`src/rtl/can_access_arbiter.sv`:
```
// Two-port arbiter in front of the single CAN register access engine: latches request
// pulses, grants round-robin (fixed priority to port 0 when CAN_ARB_FIXED_PRIO_EN is defined).

module can_arb_port (
  input  logic        clk,
  input  logic        rst_n,
  input  logic        wren_i,
  input  logic        rden_i,
  input  logic [31:0] addr_i,
  input  logic [31:0] din_i,
  input  logic        done_i,
  input  logic        rsp_ld_i,
  input  logic [31:0] rsp_data_i,
  output logic        pend_o,
  output logic        rd_o,
  output logic        drop_o,
  output logic [31:0] addr_o,
  output logic [31:0] din_o,
  output logic [31:0] dout_o
);
  logic        pend_q, pend_d, rd_q, rd_d;
  logic [31:0] addr_q, addr_d, din_q, din_d, dout_q, dout_d;
  logic        req, cap;

  assign req    = wren_i | rden_i;
  assign cap    = req & ~pend_q;
  assign drop_o = req & pend_q;

  always_comb begin
    pend_d = pend_q;
    rd_d   = rd_q;
    addr_d = addr_q;
    din_d  = din_q;
    dout_d = dout_q;
    if (cap) begin
      pend_d = 1'b1;
      rd_d   = rden_i;  // read wins when both strobes are set
      addr_d = addr_i;
      din_d  = din_i;
    end else if (done_i) begin
      pend_d = 1'b0;
    end
    if (rsp_ld_i) dout_d = rsp_data_i;
  end

  always_ff @(posedge clk) begin
    if (!rst_n) begin
      pend_q <= 1'b0;
      rd_q   <= 1'b0;
      addr_q <= '0;
      din_q  <= '0;
      dout_q <= '0;
    end else begin
      pend_q <= pend_d;
      rd_q   <= rd_d;
      addr_q <= addr_d;
      din_q  <= din_d;
      dout_q <= dout_d;
    end
  end

  assign pend_o = pend_q;
  assign rd_o   = rd_q;
  assign addr_o = addr_q;
  assign din_o  = din_q;
  assign dout_o = dout_q;
endmodule

module can_access_arbiter #(
  parameter int unsigned TIMEOUT_CYC = 256,
  parameter logic [31:0] TO_DATA     = 32'hFFFF_FFFF
) (
  input  logic        clk,
  input  logic        rst_n,
  input  logic [31:0] s0_addr_i,
  input  logic        s0_wren_i,
  input  logic        s0_rden_i,
  input  logic [31:0] s0_din_i,
  output logic        s0_ready_o,
  output logic [31:0] s0_dout_o,
  output logic        s0_valid_o,
  input  logic [31:0] s1_addr_i,
  input  logic        s1_wren_i,
  input  logic        s1_rden_i,
  input  logic [31:0] s1_din_i,
  output logic        s1_ready_o,
  output logic [31:0] s1_dout_o,
  output logic        s1_valid_o,
  output logic [31:0] m_addr_o,
  output logic        m_wren_o,
  output logic        m_rden_o,
  output logic [31:0] m_din_o,
  input  logic [31:0] m_dout_i,
  input  logic        m_valid_i,
  output logic [3:0]  status_o,
  input  logic        clr_i
);
  localparam logic [15:0] TO_LAST = 16'(TIMEOUT_CYC - 1);

  typedef enum logic [1:0] {IDLE, ISSUE, WAIT, RESP} state_t;

  state_t          state_q, state_d;
  logic            gnt_q, gnt_d, pick;
  logic [15:0]     cnt_q, cnt_d;
  logic [31:0]     m_addr_q, m_addr_d, m_din_q, m_din_d;
  logic            m_wren_q, m_wren_d, m_rden_q, m_rden_d;
  logic            to_q, to_d, to_set, rsp_ld;
  logic [1:0]      drop_q, drop_d;
  logic [31:0]     rsp_data;
`ifndef CAN_ARB_FIXED_PRIO_EN
  logic            last_q, last_d;
`endif

  logic [1:0]        s_wren, s_rden, p_pend, p_rd, p_drop, p_done, p_ld;
  logic [1:0][31:0]  s_addr, s_din, p_addr, p_din, p_dout;

  assign s_wren = {s1_wren_i, s0_wren_i};
  assign s_rden = {s1_rden_i, s0_rden_i};
  assign s_addr = {s1_addr_i, s0_addr_i};
  assign s_din  = {s1_din_i,  s0_din_i};

  for (genvar n = 0; n < 2; n++) begin : g_port
    assign p_done[n] = (state_q == RESP) && (gnt_q == n[0]);
    assign p_ld[n]   = rsp_ld && (gnt_q == n[0]);
    can_arb_port u_port (
      .clk(clk), .rst_n(rst_n),
      .wren_i(s_wren[n]), .rden_i(s_rden[n]),
      .addr_i(s_addr[n]), .din_i(s_din[n]),
      .done_i(p_done[n]), .rsp_ld_i(p_ld[n]), .rsp_data_i(rsp_data),
      .pend_o(p_pend[n]), .rd_o(p_rd[n]), .drop_o(p_drop[n]),
      .addr_o(p_addr[n]), .din_o(p_din[n]), .dout_o(p_dout[n])
    );
  end

  always_comb begin
`ifdef CAN_ARB_FIXED_PRIO_EN
    pick = ~p_pend[0];
`else
    pick = (&p_pend) ? ~last_q : p_pend[1];
`endif
  end

  always_comb begin
    state_d  = state_q;
    gnt_d    = gnt_q;
    cnt_d    = cnt_q;
    m_addr_d = m_addr_q;
    m_din_d  = m_din_q;
    m_wren_d = 1'b0;
    m_rden_d = 1'b0;
    rsp_ld   = 1'b0;
    rsp_data = m_dout_i;
    to_set   = 1'b0;
`ifndef CAN_ARB_FIXED_PRIO_EN
    last_d   = last_q;
`endif
    case (state_q)
      IDLE: if (|p_pend) begin
        gnt_d    = pick;
`ifndef CAN_ARB_FIXED_PRIO_EN
        last_d   = pick;
`endif
        m_addr_d = p_addr[pick];
        m_din_d  = p_din[pick];
        m_rden_d = p_rd[pick];
        m_wren_d = ~p_rd[pick];
        state_d  = ISSUE;
      end
      ISSUE: begin
        cnt_d   = '0;
        state_d = WAIT;
      end
      WAIT: begin
        cnt_d = cnt_q + 16'd1;
        // a completion in the timeout cycle still delivers real data
        if (m_valid_i) begin
          rsp_ld  = 1'b1;
          state_d = RESP;
        end else if (cnt_q == TO_LAST) begin
          rsp_ld   = 1'b1;
          rsp_data = TO_DATA;
          to_set   = 1'b1;
          state_d  = RESP;
        end
      end
      RESP:    state_d = IDLE;
      default: state_d = IDLE;
    endcase
  end

  assign to_d   = to_set | (to_q & ~clr_i);
  assign drop_d = p_drop | (drop_q & {2{~clr_i}});

  always_ff @(posedge clk) begin
    if (!rst_n) begin
      state_q  <= IDLE;
      gnt_q    <= 1'b0;
      cnt_q    <= '0;
      m_addr_q <= '0;
      m_din_q  <= '0;
      m_wren_q <= 1'b0;
      m_rden_q <= 1'b0;
      to_q     <= 1'b0;
      drop_q   <= '0;
`ifndef CAN_ARB_FIXED_PRIO_EN
      last_q   <= 1'b1;
`endif
    end else begin
      state_q  <= state_d;
      gnt_q    <= gnt_d;
      cnt_q    <= cnt_d;
      m_addr_q <= m_addr_d;
      m_din_q  <= m_din_d;
      m_wren_q <= m_wren_d;
      m_rden_q <= m_rden_d;
      to_q     <= to_d;
      drop_q   <= drop_d;
`ifndef CAN_ARB_FIXED_PRIO_EN
      last_q   <= last_d;
`endif
    end
  end

  assign s0_ready_o = ~p_pend[0];
  assign s1_ready_o = ~p_pend[1];
  assign s0_valid_o = p_done[0];
  assign s1_valid_o = p_done[1];
  assign s0_dout_o  = p_dout[0];
  assign s1_dout_o  = p_dout[1];
  assign m_addr_o   = m_addr_q;
  assign m_din_o    = m_din_q;
  assign m_wren_o   = m_wren_q;
  assign m_rden_o   = m_rden_q;
  assign status_o   = {to_q, drop_q[1], drop_q[0], state_q != IDLE};
endmodule

```
`config.mk`:
```
export PLATFORM = sky130hd
export DESIGN_NAME = can_access_arbiter
export DESIGN_NICKNAME = d
export VERILOG_FILES = /design/src/rtl/can_access_arbiter.sv
export SDC_FILE = /design/constraint.sdc
export NUM_CORES = 1
export LEC_CHECK = 0
export BUFFER_PORTS_ARGS = -buffer_cell sky130_fd_sc_hd__clkbuf_2
export CORE_MARGIN = 5
export CORE_UTILIZATION = 40
export DETAILED_ROUTE_END_ITERATION = 12
export SYNTH_ARGS = -nofsm -noshare
export SYNTH_HDL_FRONTEND = slang
export SYNTH_HIERARCHICAL = 1
export SYNTH_SLANG_ARGS = --single-unit
```
`constraint.sdc`:
```
create_clock -name clk -period 4.2 [get_ports clk]
set_input_delay 0.84 -clock clk [delete_from_list [all_inputs] [get_ports clk]]
set_output_delay 0.84 -clock clk [all_outputs]
set_load 0.03 [all_outputs]
```
==> impl_metrics.env, run 1 <==
export IMPL_synth_top_family_by_area="simple AND/OR/NAND/NOR gates"
export IMPL_setup_tns_ns=0
export IMPL_yosys_area_share_simple_pct=20.3
export IMPL_start_kind="register"
export IMPL_p_switching_uw=2790
export IMPL_synth_compound_area_share_pct=12.6
export IMPL_place_gp_congestion=0.807
export IMPL_min_period_over_period_pct=64.1
export IMPL_grt_pass1_vias=8891
export IMPL_antenna_found_initial=0
export IMPL_post_cts_buffers=0
export IMPL_internal_power_uw=5390
export IMPL_rsz0062_at_grt="false"
export IMPL_syn_to_final_growth_pct=21.9
export IMPL_cp_arrival_ns=3.13
export IMPL_vias=9275
export IMPL_design_area_um2=14200
export IMPL_cts_tree="done"
export IMPL_dp_hpwl_mm=20.4
export IMPL_synthMuxAreaShare_pct=11.1
export IMPL_setup_viol=0
export IMPL_core_area_um2=28800
export IMPL_fmax_mhz=371
export IMPL_switching_share_pct=34.1
export IMPL_routedWlPerCell_um=15.8
export IMPL_start_util_pct=40.6
export IMPL_pre_cts_ws_ns=1.48
export IMPL_dieArea_um2=32700
export IMPL_fp_dieW_um=181
export IMPL_hold_buffers=0
export IMPL_cpMaxStageDelayCell="nor2_4"
export IMPL_seq_area_frac_synth_pct=48.8
export IMPL_grt_overflow=0
export IMPL_p_clk_share_pct=32.7
export IMPL_grt_usage_pct=17.5
export IMPL_post_dp_cell_area_um2=13200
export IMPL_drc=0
export IMPL_cts_root_buf="clkbuf_16"
export IMPL_power_uw=8180
export IMPL_diodes=0
export IMPL_path_class="register to register"
export IMPL_clk_pin_slew_ns=0.06
export IMPL_p_comb_share_pct=26.8
export IMPL_clk_latency_ns=0.56
export IMPL_ys_seq_elements=285
export IMPL_fin_crit_ns=2.69
export IMPL_synth_avg_cell_area_um2=9.33
export IMPL_portBuffers=305
export IMPL_cts_buffers=31
export IMPL_netlist_area_um2=11700
export IMPL_worstMarginPinSlew_ns=1.05
export IMPL_drt_iter0_drc=466
export IMPL_clockBufferDepth=3
export IMPL_h_tree_depth=1
export IMPL_dr_pass1_iters=4
export IMPL_status="complete, no violations"
export IMPL_syn_nets=1425
export IMPL_synthCells=1252
export IMPL_cp_end_kind="register"
export IMPL_fin_ws_ns=1.51
export IMPL_cap_violations=0
export IMPL_netlist_cell_type_count=51
export IMPL_clock_sinks=285
export IMPL_min_path_type="register to register"
export IMPL_synthAdderAreaFrac_pct=0.535
export IMPL_cp_cell_sequence="ha_1 > and3_1 > and4_1 > o21ai_0 > nor2_4 > buf_4 > mux2i_1 > nor2b_1"
export IMPL_crit_path_max_fanout=18
export IMPL_ant_nets=0
export IMPL_grt_pass1_wl_mm=48.0
export IMPL_cp_data_required_time_ns=4.64
export IMPL_drive_gt1_share_pct=27.4
export IMPL_via_per_inst=4.88
export IMPL_synth_xor_area_share_pct=0.600
export IMPL_power_frac_seq_pct=40.4
export IMPL_cts_resized=0
export IMPL_finalHoldViolations=0
export IMPL_rows=62
export IMPL_synth_warnings=6
export IMPL_cpPeakStageDelay_ns=0.53
export IMPL_grt_start_max_net_pins=174
export IMPL_power_leakage_uw=0.00584
export IMPL_dieHeight_um=181
export IMPL_powerDensity_nw_per_um2=575
export IMPL_finalNetCount=1670
export IMPL_skew_ns=0.0166
export IMPL_finalMaxSlewViolations=0
export IMPL_routed_wl_mm=30.0
export IMPL_io_pins=306
export IMPL_relSlewSlack_pct=30.2
export IMPL_vdd_ir_drop_worst_mv=0.276
[registers in the layout, indices dropped and copies added (netlist names), 2 cells and up]
register              count
cnt_q                    16
drop_q                    2
g_port.u_port/addr_o     64
g_port.u_port/pend_o      2
g_port.u_port/dout_o     64
g_port.u_port/rd_o        2
g_port.u_port/din_o      64
m_addr_o                 32
state_q                   2
m_din_o                  32
[Yosys cell counts, drive strengths merged]
cell type | instances | area share (%)
xnor2 | 3 | 0.22
mux2i | 130 | 11
xor2 | 5 | 0.37
a21oi | 13 | 0.62
buf | 63 | 4.0
nand4 | 5 | 0.50
or3b | 1 | 0.075
o41ai | 1 | 0.075
ha | 5 | 0.54
clkbuf | 43 | 1.6
and2 | 1 | 0.054
or3 | 6 | 0.33
o21ai | 141 | 6.7
nand2b | 36 | 1.9
a41oi | 1 | 0.075
nor2b | 65 | 3.5
o21a | 2 | 0.13
a21boi | 2 | 0.13
nor3 | 3 | 0.22
a31o | 1 | 0.075
dfxtp | 285 | 49
a211oi | 65 | 4.2
nand2 | 136 | 4.4
and4 | 3 | 0.25
inv | 13 | 0.42
nor2 | 79 | 2.5
nor4 | 3 | 0.16
and3 | 4 | 0.22
a22oi | 1 | 0.064
nand3 | 131 | 6.1
o311a | 3 | 0.26
o21bai | 2 | 0.32
[power by group through the flow]
stage	Clock (uW)	Combinational, uW	Sequential, uW
after floorplan	0	1150	3830
after global placement	0	2200	3360
after detailed placement	0	2220	3360
after CTS	2760	2220	3310
after global routing	2870	2410	3350
final	2680	2200	3310
[critical path, delay by kind of cell, from the launching register on]
kind                       cells  cell delay, ns
and+or+nand+nor                4            1.07
AOI/OAI and AO/OA              1            0.22
buffers and inverters          1            0.41
adders and majority gates      1            0.24
muxes                          1            0.23
DFF                            1            0.40
[cell families after synthesis]
family	after synthesis
AND/OR/NAND/NOR	473
flip-flops	285
AO/OA/AOI/OAI	232
multiplexers	130
buffers and inverters	119
XOR/XNOR	8
adder cells (fa/ha/maj)	5
[layout make-up]
| class | instances | area (um^2) |
|---|---|---|
| inverter | 13 | 48.8 |
| clock inverter | 8 | 100 |
| timing repair buffer | 318 | 1680 |
| sequential | 285 | 5710 |
| fill | 2804 | 14500 |
| multi-input combinational | 848 | 5310 |
| clock buffer | 45 | 908 |
| tap | 384 | 480 |
[final timing paths]
check | slack (ns) | from | to | cells after the start
hold reg to reg | 0.45 | g_port[0].u_port/addr_o[16] | g_port[0].u_port/addr_o[16] | 2
setup / recovery | 1.51 | cnt_q[0] | g_port[1].u_port/dout_o[7] | 8
setup reg to reg | 1.51 | cnt_q[0] | g_port[1].u_port/dout_o[7] | 8
hold / removal | 0.45 | g_port[0].u_port/addr_o[16] | g_port[0].u_port/addr_o[16] | 2
[metrics by stage]
stage                     cells  util [%]  hold slack, ns
after floorplan            1252         -           0.436
after global placement     1848      46.0           0.442
after CTS                  1901      49.5           0.456
after detailed placement   1848      46.0           0.446
after global routing       1901      49.5           0.473
final                      1901      49.5           0.454
[metal layers]
layer / up-vias / GRT usage, % / wire, um
li1: 4822 / - / -
met1: 4179 / 24.4 / 14000
met2: 231 / 27.5 / 13300
met3: 43 / 4.69 / 2220
met4: 0 / 3.24 / 513
met5: - / 0 / 0
[layout by cell type (no fill, tap or decap), drive strengths merged, types with 4 or more instances in the layout]
cell,synthesis,final
nand3,131,131
buf,63,14
nor2b,65,65
inv,13,15
or3,6,6
nand2b,36,36
dfxtp,285,285
nand2,136,136
a211oi,65,65
nand4,5,5
and3,4,4
o21ai,141,141
ha,5,5
clkbuf,43,349
xor2,5,5
clkinv,0,4
nor2,79,79
a21oi,13,13
mux2i,130,130
(Power assumes the default switching activity.)
==> inputs of run 2 (changes only) <==
==> constraint.sdc (replaced) <==
create_clock -name clk -period 2.6 [get_ports clk]
set_input_delay 0.52 -clock clk [delete_from_list [all_inputs] [get_ports clk]]
set_output_delay 0.52 -clock clk [all_outputs]
set_load 0.03 [all_outputs]
==> run 2 against run 1 <==
Effect of this change: clock skew fell by 0.0031 ns; setup slack got worse by 1.1 ns; first-iteration DRC count is 16% lower; wire length grew 0.62%; non-clock buffer count is 5 higher; critical path type unchanged.
==> impl_metrics.env, run 2 (synthesis results as in run 1) <==
export IMPL_dr_pass1_iters=4
export IMPL_min_period_over_period_pct=84.4
export IMPL_grt_usage_pct=17.6
export IMPL_routedLengthMet1_mm=13.7
export IMPL_core_area_um2=28800
export IMPL_fmax_mhz=456
export IMPL_drive_gt1_share_pct=27.7
export IMPL_path_class="register to register"
export IMPL_h_tree_depth=1
export IMPL_cp_end_kind="register"
export IMPL_finalHoldViolations=0
export IMPL_finalNetCount=1675
export IMPL_clk_pin_slew_ns=0.06
export IMPL_power_leakage_uw=0.00587
export IMPL_powerDensity_nw_per_um2=921
export IMPL_cts_root_buf="clkbuf_16"
export IMPL_fin_crit_ns=2.19
export IMPL_dieHeight_um=181
export IMPL_cts_resized=0
export IMPL_post_cts_buffers=0
export IMPL_dieArea_um2=32700
export IMPL_status="complete, no violations"
export IMPL_finalMaxSlewViolations=0
export IMPL_cts_tree="done"
export IMPL_dr_wl_met3_mm=2.30
export IMPL_post_dp_cell_area_um2=13300
export IMPL_syn_to_final_growth_pct=22.6
export IMPL_setup_viol=0
export IMPL_antenna_found_initial=3
export IMPL_start_kind="register"
export IMPL_rows=62
export IMPL_fp_dieW_um=181
export IMPL_route_met2_wl_mm=13.7
export IMPL_power_uw=13200
export IMPL_rsz0062_at_grt="false"
export IMPL_grt_start_max_net_pins=129
export IMPL_grt_pass1_vias=9140
export IMPL_portBuffers=305
export IMPL_drc=0
export IMPL_grt_overflow=0
export IMPL_vdd_ir_drop_worst_mv=0.544
export IMPL_via_per_inst=4.91
export IMPL_place_gp_congestion=0.784
export IMPL_final_common_cell="clkbuf_2"
export IMPL_setup_tns_ns=0
export IMPL_dp_hpwl_mm=20.6
export IMPL_routed_wl_mm=30.2
export IMPL_cts_buffers=31
export IMPL_hold_buffers=0
export IMPL_min_path_type="primary input to register"
export IMPL_clk_latency_ns=0.55
export IMPL_design_area_um2=14300
export IMPL_clock_sinks=285
export IMPL_fin_util_pct=49.8
export IMPL_grt_pass1_wl_mm=48.7
export IMPL_clockBufferDepth=3
export IMPL_highest_layer="met5"
export IMPL_worstMarginPinSlew_ns=0.767
export IMPL_skew_ns=0.0135
export IMPL_cp_arrival_ns=2.62
export IMPL_relSlewSlack_pct=48.8
export IMPL_ant_nets=0
export IMPL_drt_iter0_drc=392
export IMPL_crit_path_max_fanout=32
export IMPL_layout_common_cells="clkbuf_2 (304), dfxtp_1 (285), nand2_1 (136)"
export IMPL_fillCellCount=2828
export IMPL_vias=9385
export IMPL_io_pins=306
export IMPL_cp_data_required_time_ns=3.03
export IMPL_start_util_pct=40.6
export IMPL_cap_violations=0
export IMPL_routedWlPerCell_um=15.8
==> run 2: cell count changes in the layout (fill, tap and decap cells not counted), sizes merged <==
| cell | before | now |
|---|---|---|
| clkbuf | 349 | 353 |
| clkinv | 4 | 5 |
| clkinvlp | 0 | 1 |
| diode | 0 | 2 |
| inv | 15 | 14 |
| bufinv | 2 | 1 |
| buf | 14 | 19 |
==> run 2: power breakdown <==
| part | switching (uW) | leakage [uW] | internal, uW |
|---|---|---|---|
| Sequential | 351 | 0.00234 | 4980 |
| Clock | 1710 | 0.000496 | 2540 |
| Combinational | 2440 | 0.00304 | 1160 |
| Total | 4500 | 0.00587 | 8690 |
==> run 2: layer usage <==
| metal | up-vias | global-route usage [%] |
|---|---|---|
| met4 | 2 | 3.96 |
| met3 | 30 | 5.55 |
| met1 | 4294 | 23.4 |
| li1 | 4831 | - |
| met2 | 228 | 28.2 |
| met5 | - | 0 |
==> run 2: final timing paths <==
kind	to	from	slack [ns]	cells after the start
max	g_port[0].u_port/dout_o[30]	cnt_q[0]	0.41	8
min	g_port[0].u_port/addr_o[2]	s0_addr_i[2]	0.19	3
max reg2reg	g_port[0].u_port/dout_o[30]	cnt_q[0]	0.41	8
min reg2reg	g_port[0].u_port/addr_o[13]	g_port[0].u_port/addr_o[13]	0.45	2
==> run 2: through the flow <==
stage / setup slack, ns / instances / hold WS (ns)
finish: 0.407 / 1912 / 0.190
global route: 0.248 / 1912 / 0.163
CTS: 0.380 / 1910 / 0.156
detailed placement: 0.395 / 1853 / 0.448
global placement: 0.484 / 1853 / 0.442
floorplan: 0.689 / 1252 / 0.436
==> run 2: final cells by class <==
type                            count  area, um^2  share of cell area, %
Antenna cell                        2        5.00                 0.0349
Clock inverter                      8        71.3                  0.498
Inverter                           13        48.8                  0.341
Multi-Input combinational cell    848        5310                   37.1
Timing Repair Buffer              323        1770                   12.4
Sequential cell                   285        5710                   39.8
Tap cell                          384         480                   3.35
Clock buffer                       49         933                   6.52
==> run 2: worst max-delay path, stage by stage (launching register included) <==
cell and delay [ns]:
dfxtp_1 0.41, ha_1 0.24, and3_1 0.24, and4_1 0.23, o21ai_0 0.21, nor2_4 0.17
buf_12 0.25, mux2i_1 0.25, nor2b_1 0.07
